[src/rtl/vote_session.sv]
// N-voter timed majority session: synchronised, debounced keys feed a one-vote-per-session
// latch; the tally is compared against THRESH and held until the next session opens.
module vote_session #(
  parameter int N_VOTERS   = 3,
  parameter int THRESH     = 2,
  parameter int DEB_CYC    = 1000000,
  parameter int WINDOW_CYC = 500000000,
  localparam int CW        = $clog2(N_VOTERS + 1)
) (
  input  logic                CLK_50M,
  input  logic                RST,
  input  logic                START,
  input  logic [N_VOTERS-1:0] KEY_N,
  output logic                BUSY,
  output logic                DONE,
  output logic                PASS,
  output logic [N_VOTERS-1:0] VOTED,
  output logic [CW-1:0]       COUNT,
  output logic                TIMEOUT
);

  localparam int DW = (DEB_CYC > 1) ? $clog2(DEB_CYC) : 1;
  localparam int WW = (WINDOW_CYC > 1) ? $clog2(WINDOW_CYC) : 1;
  localparam logic [DW-1:0] DEB_LAST = DW'(DEB_CYC - 1);
  localparam logic [WW-1:0] WIN_LAST = WW'(WINDOW_CYC - 1);
  localparam logic [CW-1:0] THR      = CW'(THRESH);

  generate
    if (N_VOTERS < 1 || N_VOTERS > 16) begin : g_bad_voters
      $error("vote_session: N_VOTERS must be in 1..16");
    end
    if (THRESH < 0 || THRESH > N_VOTERS) begin : g_bad_thresh
      $error("vote_session: THRESH must be in 0..N_VOTERS");
    end
  endgenerate

  typedef enum logic [1:0] {IDLE, COLLECT, TALLY, RESULT} state_t;

  state_t              state_q, state_d;
  logic [N_VOTERS-1:0] sync_p0, sync_p1, deb_p2, deb_p3;
  logic [DW-1:0]       deb_cnt [N_VOTERS];
  logic [N_VOTERS-1:0] press;
  logic [N_VOTERS-1:0] voted_q, voted_d;
  logic [WW-1:0]       win_cnt;
  logic [CW-1:0]       count_q;
  logic                pass_q, timeout_q, done_q;
  logic                open_session, close_on_expiry;

  function automatic logic [CW-1:0] popcount(input logic [N_VOTERS-1:0] v);
    logic [CW-1:0] c;
    c = '0;
    for (int i = 0; i < N_VOTERS; i++) c = c + CW'(v[i]);
    return c;
  endfunction

  // Stage p0/p1: two-flop synchroniser on the inverted (active-high) keys
  always_ff @(posedge CLK_50M or posedge RST) begin
    if (RST) begin
      sync_p0 <= '0;
      sync_p1 <= '0;
    end else begin
      sync_p0 <= ~KEY_N;
      sync_p1 <= sync_p0;
    end
  end

  // Stage p2/p3: debounced level and its delayed copy for rising-edge detection
  always_ff @(posedge CLK_50M or posedge RST) begin
    if (RST) begin
      deb_p2 <= '0;
      deb_p3 <= '0;
      for (int i = 0; i < N_VOTERS; i++) deb_cnt[i] <= '0;
    end else begin
      deb_p3 <= deb_p2;
      for (int i = 0; i < N_VOTERS; i++) begin
        if (sync_p1[i] == deb_p2[i]) begin
          deb_cnt[i] <= '0;
        end else if (deb_cnt[i] == DEB_LAST) begin
          deb_cnt[i] <= '0;
          deb_p2[i]  <= ~deb_p2[i];
        end else begin
          deb_cnt[i] <= deb_cnt[i] + 1'b1;
        end
      end
    end
  end

  assign press = deb_p2 & ~deb_p3;

  always_comb begin
    state_d         = state_q;
    open_session    = 1'b0;
    close_on_expiry = 1'b0;
    voted_d         = voted_q | press;
    case (state_q)
      IDLE, RESULT: begin
        if (START) begin
          state_d      = COLLECT;
          open_session = 1'b1;
        end
      end
      COLLECT: begin
        // All-voted takes priority over a simultaneous window expiry
        if (&voted_d) begin
          state_d = TALLY;
        end else if (win_cnt == WIN_LAST) begin
          state_d         = TALLY;
          close_on_expiry = 1'b1;
        end
      end
      TALLY:   state_d = RESULT;
      default: state_d = IDLE;
    endcase
  end

  always_ff @(posedge CLK_50M or posedge RST) begin
    if (RST) begin
      state_q   <= IDLE;
      voted_q   <= '0;
      win_cnt   <= '0;
      count_q   <= '0;
      pass_q    <= 1'b0;
      timeout_q <= 1'b0;
      done_q    <= 1'b0;
    end else begin
      state_q <= state_d;
      done_q  <= (state_q == TALLY);
      if (open_session) begin
        voted_q   <= '0;
        win_cnt   <= '0;
        count_q   <= '0;
        pass_q    <= 1'b0;
        timeout_q <= 1'b0;
      end else if (state_q == COLLECT) begin
        voted_q <= voted_d;
        win_cnt <= win_cnt + 1'b1;
        if (state_d == TALLY) timeout_q <= close_on_expiry;
      end else if (state_q == TALLY) begin
        count_q <= popcount(voted_q);
        pass_q  <= (popcount(voted_q) >= THR);
      end
    end
  end

  assign BUSY    = (state_q == COLLECT) || (state_q == TALLY);
  assign DONE    = done_q;
  assign PASS    = pass_q;
  assign VOTED   = voted_q;
  assign COUNT   = count_q;
  assign TIMEOUT = timeout_q;

endmodule
[config.mk]
export PLATFORM = sky130hd
export DESIGN_NAME = vote_session
export DESIGN_NICKNAME = d
export VERILOG_FILES = /design/src/rtl/vote_session.sv
export SDC_FILE = /design/constraint.sdc
export NUM_CORES = 1
export LEC_CHECK = 0
export CORE_UTILIZATION = 40
export DETAILED_ROUTE_END_ITERATION = 7
export MAX_ROUTING_LAYER = met4
export PLACE_DENSITY = 0.67
export SYNTH_ARGS = -nofsm -noshare
export SYNTH_HDL_FRONTEND = slang
export SYNTH_SLANG_ARGS = --single-unit
[constraint.sdc]
create_clock -name CLK_50M -period 3.7 [get_ports CLK_50M]
set_clock_uncertainty 0.15 [all_clocks]
set_input_delay 0.74 -clock CLK_50M [delete_from_list [all_inputs] [get_ports CLK_50M]]
set_output_delay 0.74 -clock CLK_50M [all_outputs]
set_load 0.05 [all_outputs]
==> reports/results.tsv <==
metric	value	unit
synth_top_area_frac	0.5210	
finalNonFillerCells	722	
cp.required	2810	ps
antenna_left	0	
worstPathCellList	inv_1, ha_1, inv_1, clkdlybuf4s50_1	
tightest_slew	720.8	ps
path_clk_slew	70	ps
clock_sinks	110	
htreeDepth	3	
rows	41	
synth_cell_types	46	
max_stage_delay	790	ps
yosysSeqAreaShare	0.5210	
viasPerCell	5.102	
rsz0062_at_grt	false	
antennaDiodeCount	0	
die_area	0.01367	mm²
setup_ws	699.8	ps
die_y	116.9	µm
outcome	complete, no violations	
syn-num-nets	548	
critPathSlowestCell	clkdlybuf4s50_1	
start_util	0.4137	
drtIter0Drc	157	
cts_max_path_buffers	2	
area_delta_synth_final	11.91	%
top_usage_layer	met2	
cts_resized	0	
grt_overflow_total	0	
via_count	3684	
stdcell_area	0.005913	mm²
antenna_found_initial	0	
io_pins	15	
post_cts_buffers	0	
final_hold_viol_count	0	
irDropWorstVdd	0.3883	mV
num-nets-final	559	
hold_buffers	0	
dp_cells	706	
yosys-top-cells-area	dfrtp_1 52%, xor2_1 8.3%, nor2_1 7.5%, xnor2_1 5.0%, nand4_1 3.1%	
synth_edf_count	0	
grt_pass1_wl	16.95	mm
clock_latency	350	ps
relSlewSlack	0.5195	
comb_power_share	0.121	
drv_cap	0	
timing.fmax	333.3	MHz
routabilityCongestion	0.8232	
cts-buffers-inserted	9	
firstDrtPassIters	5	
place_ws	1077	ps
worstPathMaxFanout	8	
die_x	116.9	µm
path_class	reg2out	
power.density	440.2	mW/mm²
synthArstFlopShare	1.000	
r2r.worst_path.cells	7	
place_area	0.005598	mm²
power_leakage	2.565	nW
synth_cells	534	
cts_root_buf	clkbuf_16	
hold_slack	200.9	ps
cts_tree	done	
grt_use_met3	0.04222	
wl_per_cell	13.11	µm
setup_viol	0	
finalWirelength	9.469	mm
power.share.sequential	0.491	
synth_area_per_cell	9.895	µm²
p_int	1.901	mW
syn_area	0.005284	mm²
grt_use_total	0.1646	
first_global_vias	3565	
ys_ff_latch	110	
setup_tns	0	ps
grt_max_degree	88	
io_buffers	14	
synthFlopType	dfrtp_1	
hpwl	6.528	mm
cpMostUsedCell	inv_1	
slew_viol_final	0	
globalRouteMet1Util	0.2140	
final.min_clock_period	3000	ps
route.detailed.drc	0	
hold_path_class	reg2reg	
ys_warn_count	0	
p_sw	0.7016	mW
start_kind	flip-flop	
netlist.top_cell.by_area	dfrtp_1	
min_path_cells	0	
clkPwrFrac	0.388	
arrival	2110	ps
layout-drive-gt1-share	0.05455	
critPathCaptureType	primary output	
core_area	0.01277	mm²
grt_util_met2	0.2544	
finalCritPeriodShare	0.8109	
switching_share	0.2695	
-- through the flow --
stage	utilization	total power, mW
2_1_floorplan	-	1.534
3_3_place_gp	0.4382	1.607
3_5_place_dp	0.4382	1.622
4_1_cts	0.4629	2.632
5_1_grt	0.4629	2.716
6_report	0.4629	2.603
-- worst paths after layout --
check	start	slack, ps	end
max in group asynchronous	RST	1950	win_cnt[24]
setup reg to reg	state_q[1]	1110	win_cnt[28]
setup / recovery	state_q[0]	700	BUSY
hold reg to reg	sync_p0[0]	200	sync_p1[0]
hold / removal	sync_p0[0]	200	sync_p1[0]
min in group asynchronous	RST	650	deb_cnt[9]
-- placed cells by master, fill, tap and decap left out, types with 6 or more instances in the layout --
cell type,count
dfrtp_1,110
nor2_1,106
xor2_1,50
nand2_1,34
nand3_1,31
xnor2_1,30
nand4_1,26
inv_1,19
and3_1,14
clkdlybuf4s50_1,14
nor3_1,12
nor4_1,10
a21oi_1,9
clkbuf_16,9
ha_1,7
o21ai_0,6
or3_1,6
-- Yosys cell counts, types with 2 or more instances --
library cell,number
nand2b_1,3
nor2b_1,4
a22o_1,2
buf_4,2
nand2_1,34
o21ai_0,6
o22ai_1,2
and3_1,14
nor2_1,106
nand4_1,26
nor4_1,10
nor4_2,2
nor4b_1,4
buf_2,4
clkbuf_1,10
dfrtp_1,110
mux2_2,3
inv_1,20
xnor2_1,30
a21oi_1,9
and2_1,4
or3_1,6
or2_2,2
xor2_1,50
nor3_1,12
ha_1,7
nand3_1,31
and4_1,3
-- cell families (layout without fill, tap and decap cells) --
family / Yosys count / in the layout / share of synthesized area
AO/OA/AOI/OAI: 25 / 25 / 0.02889
XOR/XNOR: 80 / 80 / 0.1326
adder cells (fa/ha/maj): 8 / 8 / 0.02036
buffers and inverters: 36 / 52 / 0.02794
flip-flops: 110 / 110 / 0.5210
multiplexers: 4 / 4 / 0.008288
AND/OR/NAND/NOR: 271 / 271 / 0.2610
-- flip-flops by register name, summed over array words and instances, names as in the netlist --
| name | flops |
|---|---|
| state_q | 2 |
| deb_p2 | 3 |
| COUNT | 2 |
| VOTED | 3 |
| TIMEOUT | 1 |
| DONE | 1 |
| win_cnt | 29 |
| sync_p1 | 3 |
| deb_p3 | 3 |
| sync_p0 | 3 |
| deb_cnt | 60 |
-- power groups by stage --
stage               clock network [mW]  logic (mW)  registers [mW]
finish                            1.01       0.316            1.28
global route                      1.07       0.357            1.29
CTS                               1.03       0.321            1.28
detailed placement                   0       0.321            1.30
global placement                     0       0.308            1.30
floorplan                            0       0.221            1.31
-- worst max-delay path: cells and delay by family (launching register included) --
| family | cells | cell delay, ps |
|---|---|---|
| adders and majority gates | 1 | 390 |
| buffers and inverters | 3 | 950 |
| DFF | 1 | 420 |
-- area by class of cell --
type / instances / area, µm²
Inverter: 20 / 78.83
Fill cell: 1183 / 6860
Multi-Input combinational cell: 388 / 2384
Sequential cell: 110 / 2753
Clock buffer: 10 / 239.0
Clock inverter: 6 / 76.32
Timing Repair Buffer: 16 / 167.7
Tap cell: 172 / 215.2
-- routing by layer --
layer	routed length [µm]	vias up
li1	-	1824
met1	4502	1815
met2	4548	37
met3	320	8
met4	98	0
met5	0	-
No activity file was read; power rests on OpenSTA's default activity.
